$ cat config.mk
export PLATFORM = sky130hd
export DESIGN_NAME = spi_target
export DESIGN_NICKNAME = d
export VERILOG_FILES = /design/src/rtl/spi_target_pkg.sv /design/src/rtl/pin_sync.sv /design/src/rtl/spi_target.sv
export SDC_FILE = /design/constraint.sdc
export NUM_CORES = 1
export LEC_CHECK = 0
export BUFFER_PORTS_ARGS = -buffer_cell sky130_fd_sc_hd__clkbuf_2
export CORE_ASPECT_RATIO = 0.8
export CORE_MARGIN = 2
export CORE_UTILIZATION = 23
export CTS_BUF_LIST = sky130_fd_sc_hd__clkbuf_16
export DETAILED_ROUTE_END_ITERATION = 12
export PLACE_DENSITY = 0.43
export SLEW_MARGIN = 15
export SYNTH_ARGS = -nofsm -noshare
export SYNTH_HDL_FRONTEND = slang
export SYNTH_SLANG_ARGS = --single-unit
$ cat constraint.sdc
create_clock -name clk -period 1.8 [get_ports clk]
set_input_delay 0 -clock clk [delete_from_list [all_inputs] [get_ports clk]]
set_output_delay 0 -clock clk [all_outputs]
set_load 0.01 [all_outputs]
$ cat src/rtl/spi_target_pkg.sv
// Shared constants for the SPI target peripheral: fill byte, register address
// codes, status bit layout and the select-state encoding.
package spi_target_pkg;

  localparam logic [7:0] FILL_BYTE_DEF = 8'hFF;

  localparam logic [3:0] PERI_SPI_TARGET_DATA   = 4'hC;
  localparam logic [3:0] PERI_SPI_TARGET_STATUS = 4'hD;

  localparam int ST_TX_FULL  = 0;
  localparam int ST_RX_VALID = 1;
  localparam int ST_OVERRUN  = 2;
  localparam int ST_BUSY     = 3;

  typedef enum logic {
    S_IDLE     = 1'b0,
    S_SELECTED = 1'b1
  } state_e;

  // Packs the flags into the status register byte seen by the CPU.
  function automatic logic [7:0] status_byte(input logic tx_full, input logic rx_valid,
                                             input logic overrun, input logic busy);
    logic [7:0] s;
    s = 8'h00;
    s[ST_TX_FULL]  = tx_full;
    s[ST_RX_VALID] = rx_valid;
    s[ST_OVERRUN]  = overrun;
    s[ST_BUSY]     = busy;
    return s;
  endfunction

endpackage

$ cat src/rtl/pin_sync.sv
// N-stage synchroniser for an asynchronous pin, with a selectable reset level.
// STAGES must be 2 or 3.
module pin_sync #(
  parameter int   STAGES  = 2,
  parameter logic RST_VAL = 1'b0
) (
  input  logic clk,
  input  logic rst,
  input  logic d,
  output logic q
);

  logic [STAGES-1:0] chain;

  always_ff @(posedge clk or posedge rst) begin
    if (rst) chain <= {STAGES{RST_VAL}};
    else     chain <= {chain[STAGES-2:0], d};
  end

  assign q = chain[STAGES-1];

endmodule

$ cat src/rtl/spi_target.sv
// SPI mode-0 target, MSB first, 8-bit frames. All pins are oversampled in the
// clk domain; SCK/CS_n edges are detected after synchronisation.
module spi_target
  import spi_target_pkg::*;
#(
  parameter logic [7:0] FILL_BYTE   = FILL_BYTE_DEF,
  parameter int         SYNC_STAGES = 2
) (
  input  logic       clk,
  input  logic       rst,
  input  logic       spi_sck,
  input  logic       spi_cs_n,
  input  logic       spi_mosi,
  output logic       spi_miso,
  output logic       spi_miso_oe,
  input  logic [7:0] data_in,
  input  logic       tx_load,
  output logic       tx_full,
  output logic [7:0] data_out,
  output logic       rx_valid,
  input  logic       rx_read,
  output logic       overrun,
  input  logic       clear_overrun,
  output logic       busy
);

  localparam int NUM_PINS = 3;
  // Pin order {mosi, cs_n, sck}; cs_n idles high so reset never looks like a select.
  localparam logic [NUM_PINS-1:0] PIN_RST = 3'b010;

  logic [NUM_PINS-1:0] pin_raw, pin_s;
  logic                sck_s, cs_s, mosi_s;
  logic                sck_d, cs_d;
  logic                sck_rise, sck_fall, cs_fall, cs_rise;

  assign pin_raw = {spi_mosi, spi_cs_n, spi_sck};

  for (genvar g = 0; g < NUM_PINS; g++) begin : g_sync
    pin_sync #(.STAGES(SYNC_STAGES), .RST_VAL(PIN_RST[g])) u_sync (
      .clk (clk),
      .rst (rst),
      .d   (pin_raw[g]),
      .q   (pin_s[g])
    );
  end

  assign sck_s  = pin_s[0];
  assign cs_s   = pin_s[1];
  assign mosi_s = pin_s[2];

  always_ff @(posedge clk or posedge rst) begin
    if (rst) begin
      sck_d <= 1'b0;
      cs_d  <= 1'b1;
    end else begin
      sck_d <= sck_s;
      cs_d  <= cs_s;
    end
  end

  assign sck_rise = sck_s & ~sck_d;
  assign sck_fall = ~sck_s & sck_d;
  assign cs_fall  = ~cs_s & cs_d;
  assign cs_rise  = cs_s & ~cs_d;

  state_e     state_q, state_d;
  logic [2:0] bit_cnt;
  logic [7:0] rx_shift, tx_shift, tx_hold;
  logic       load_tx, tx_step, rx_step, deselect, select, byte_done, accept;
  logic [7:0] rx_byte;

  always_ff @(posedge clk or posedge rst) begin
    if (rst) state_q <= S_IDLE;
    else     state_q <= state_d;
  end

  // Deselection is checked first so it wins over a coincident SCK edge.
  always_comb begin
    state_d  = state_q;
    load_tx  = 1'b0;
    tx_step  = 1'b0;
    rx_step  = 1'b0;
    deselect = 1'b0;
    select   = 1'b0;
    case (state_q)
      S_IDLE: begin
        if (cs_fall) begin
          state_d = S_SELECTED;
          select  = 1'b1;
          load_tx = 1'b1;
        end
      end
      S_SELECTED: begin
        if (cs_rise) begin
          state_d  = S_IDLE;
          deselect = 1'b1;
        end else begin
          rx_step = sck_rise;
          if (sck_fall) begin
            if (bit_cnt == 3'd0) load_tx = 1'b1;
            else                 tx_step = 1'b1;
          end
        end
      end
      default: state_d = S_IDLE;
    endcase
  end

  assign rx_byte   = {rx_shift[6:0], mosi_s};
  assign byte_done = rx_step && (bit_cnt == 3'd7);
  assign accept    = byte_done && (!rx_valid || rx_read);

  always_ff @(posedge clk or posedge rst) begin
    if (rst) begin
      bit_cnt  <= 3'd0;
      rx_shift <= 8'h00;
    end else if (deselect || select) begin
      bit_cnt  <= 3'd0;
      rx_shift <= 8'h00;
    end else if (rx_step) begin
      bit_cnt  <= bit_cnt + 3'd1;
      rx_shift <= rx_byte;
    end
  end

  always_ff @(posedge clk or posedge rst) begin
    if (rst)          tx_shift <= 8'h00;
    else if (load_tx) tx_shift <= tx_full ? tx_hold : FILL_BYTE;
    else if (tx_step) tx_shift <= {tx_shift[6:0], 1'b0};
  end

  // A CPU write in the same cycle as a boundary load stays pending: the
  // shifter already took the old value (or FILL_BYTE) above.
  always_ff @(posedge clk or posedge rst) begin
    if (rst) begin
      tx_hold <= 8'h00;
      tx_full <= 1'b0;
    end else if (tx_load) begin
      tx_hold <= data_in;
      tx_full <= 1'b1;
    end else if (load_tx) begin
      tx_full <= 1'b0;
    end
  end

  always_ff @(posedge clk or posedge rst) begin
    if (rst) begin
      data_out <= 8'h00;
      rx_valid <= 1'b0;
    end else if (accept) begin
      data_out <= rx_byte;
      rx_valid <= 1'b1;
    end else if (rx_read) begin
      rx_valid <= 1'b0;
    end
  end

  always_ff @(posedge clk or posedge rst) begin
    if (rst)                      overrun <= 1'b0;
    else if (byte_done && !accept) overrun <= 1'b1;
    else if (clear_overrun)        overrun <= 1'b0;
  end

  assign busy        = (state_q == S_SELECTED);
  assign spi_miso_oe = busy;
  assign spi_miso    = busy ? tx_shift[7] : 1'b1;

endmodule
==> impl_results.md <==
* Status: finished clean
* Seq/Total Area, Yosys at 59.1%
* Fillers at 852
* GRT Total Usage at 8.65%
* CTS clk-pin slew, worst paths at 0.06 ns
* Xor/xnor cell area share of the yosys netlist at 0%
* Flip-flop and latch area at 1150 µm²
* RSZ-0062 raised after global routing: no
* CTS Hold Bufs at 13
* Postcts setup bufs at 0
* Mean post-synth cell area at 13.6 µm²
* Post-synthesis cell count at 144
* Core Util, Final at 30.2%
* Critical path arrival at 1.78 ns
* Compound-Gate Fraction of Synth Area at 14.0%
* Final Max Slew Viols at 0
* Critical path class: reg -> reg
* Mux cell area share after synthesis at 9.80%
* Row cnt at 30
* Synth Flop Type: dfrtp_1
* Post-Syn Area at 1950 µm²
* Nature of the critical path endpoint: flip-flop
* Clk root buf: clkbuf_16
* DP HPWL at 2490 µm
* CTS buffer count at 5
* Multi-input gate area at 711 µm²
* Minimum clock period at 1.61 ns
* Antenna Diode Count at 0
* Max FO, Critical Path at 8
* Post-synthesis async set-or-reset flop share at 100%
* Final hold violations at 0
* Crit path launch type: flip-flop
* Number of vias per cell at 3.96
* Worst skew pair latency at 0.28 ns
* Die ar. at 9250 µm²
* Core ar. at 8370 µm²
* Count of input and output buffers at 29
* Num ports at 30
* Post-Synthesis Net Count at 163
* P&R area growth vs syn at 29.5%
* H-Tree Depth at 2
* Leak at 1.17 nW
* Drt first pass iters at 2
* Slew @ Worst Pin at 0.588 ns
* FMAX at 0.622 GHz
* Antenna-violating nets left at 0
* Drc violations at 0
* Post-CTS resize count at 0
* Fin Setup TNS at 0 ns
* Relative slew slack at 60.8%
* Antenna violations before repair at 0
* Area leader, netlist: dfrtp_1
* Crit share post-route at 89.3%
* RePlAce Congestion at 0.686
* Synth Area in Adders at 2.43%
* Max clock buf depth at 2
* Initial Utilization at 23.3%
* Vias in the first global route at 1,217
* Commonest non-fill, non-tap cells in the layout: dfrtp_1, clkbuf_2, mux2_2, inv_1, dlygate4sd3_1
* First-pass GRT wire length at 6220 µm
* Hold Path Class: in -> reg
* Final setup violating endpoints at 0
* CTS tree: built
* Die H at 86.4 µm
* Final WL at 3650 µm
* PD cells at 988 nW/µm²
* Most common cell after layout, fill and taps aside: dfrtp_1
* Overflow after GRT at 0
* Number of clock sinks at 46
* Largest net degree at the start of global routing at 47
* Iteration-0 DRC Markers at 24
* Post-synth EDFFs at 0
* Seq cells post-synth at 46
* Via count at 1,213
* Skew final at 0.00514 ns
* Layout cells sized above 1 at 39.7%
* Routed WL per cell at 11.9 µm
* Max cap viols at 0
* Largest family of logic cells by synthesized area: compound AO/OA/AOI/OAI gates
* Synth unique cells at 31
* Die Wd at 107 µm
* Synth Warn # at 0
* Final #Nets at 212
* Max rail drop VDD at 0.383 mV
* Post-synthesis simple-gate area fraction at 10.1%
* Worst Path Required at 1.97 ns
* Synth top area cells: dfrtp_1, mux2_2, a311oi_2, dfstp_2, a22o_1
* Top cell type's share of synthesized area at 55.1%
[cells in the mapped netlist (all sizes together) (2+ instances only)]
cell type and count:
nand2b 8, inv 14, a21oi 7, a22o 9, o22ai 2, ha 3
nand3 2, dfrtp 43, buf 4, dfstp 3, nand2 3, nor3 3
a311oi 7, nor2 7, mux2 17, nor2b 2
[metrics by stage]
step / total power, mW / area [µm²] / setup slack, ns / hold slack [ns] / std cells
2_1_floorplan: 1.50 / 1950 / 0.259 / 0.00448 / 144
3_3_place_gp: 1.60 / 2250 / 0.216 / 0.0911 / 285
3_5_place_dp: 1.60 / 2250 / 0.187 / 0.0922 / 285
4_1_cts: 2.55 / 2530 / 0.176 / 0.0612 / 306
5_1_grt: 2.65 / 2530 / 0.0879 / 0.0784 / 306
6_report: 2.50 / 2530 / 0.192 / 0.0617 / 306
[worst max-delay path, stage by stage (launching register included)]
cell     delay, ns
dfstp_2       0.60
nor2b_1       0.09
nor3_4        0.23
nand3_2       0.23
mux2_2        0.33
[metal layers]
metal / routed length (µm) / track usage [%]
met5: 0 / 0
met2: 1550 / 11.7
met3: 109 / 2.11
met1: 1940 / 13.0
met4: 50 / 3.54
[sequential cells by signal, summed over array words and instances, names as in the netlist]
signal and flops:
bit_cnt 3, sck_d 1, data_out 8, overrun 1, rx_shift 7, g_sync.u_sync.chain 6
rx_valid 1, cs_d 1, tx_full 1, busy 1, tx_shift 8, tx_hold 8
[area by class of cell]
| type | count | area share, % |
|---|---|---|
| Clock buffer | 5 | 4.95 |
| Clock inverter | 3 | 0.841 |
| Inverter | 14 | 2.08 |
| Multi-Input combinational cell | 79 | 28.1 |
| Sequential cell | 46 | 45.6 |
| Tap cell | 112 | 5.54 |
| Timing Repair Buffer | 47 | 12.9 |
[power breakdown]
group | total (mW) | internal (mW) | switching, mW
clock network | 0.902 | 0.514 | 0.388
logic | 0.380 | 0.195 | 0.185
registers | 1.22 | 1.15 | 0.0698
[worst paths after layout]
kind	start	slack (ns)	endpoint	depth (start not counted)
hold / removal	rx_read	0.06	rx_valid$_DFFE_PP0P_	3
max in group asynchronous	rst	1.00	tx_hold[5]$_DFFE_PP0P_	4
hold reg to reg	g_sync[2].u_sync.chain[0]$_DFF_PP0_	0.35	g_sync[2].u_sync.chain[1]$_DFF_PP0_	0
setup reg to reg	cs_d$_DFF_PP1_	0.19	data_out[2]$_DFFE_PP0P_	4
setup / recovery	cs_d$_DFF_PP1_	0.19	data_out[2]$_DFFE_PP0P_	4
min in group asynchronous	rst	0.39	g_sync[0].u_sync.chain[0]$_DFF_PP0_	4
[cells by family (layout without fill, tap and decap cells)]
| family | after synthesis | count (layout) |
|---|---|---|
| buffers and inverters | 19 | 69 |
| AOI/OAI and AO/OA | 28 | 28 |
| and+or+nand+nor | 30 | 30 |
| muxes | 17 | 17 |
| DFF | 46 | 46 |
| adders and majority gates | 4 | 4 |
No activity file was read; power rests on OpenSTA's default activity.
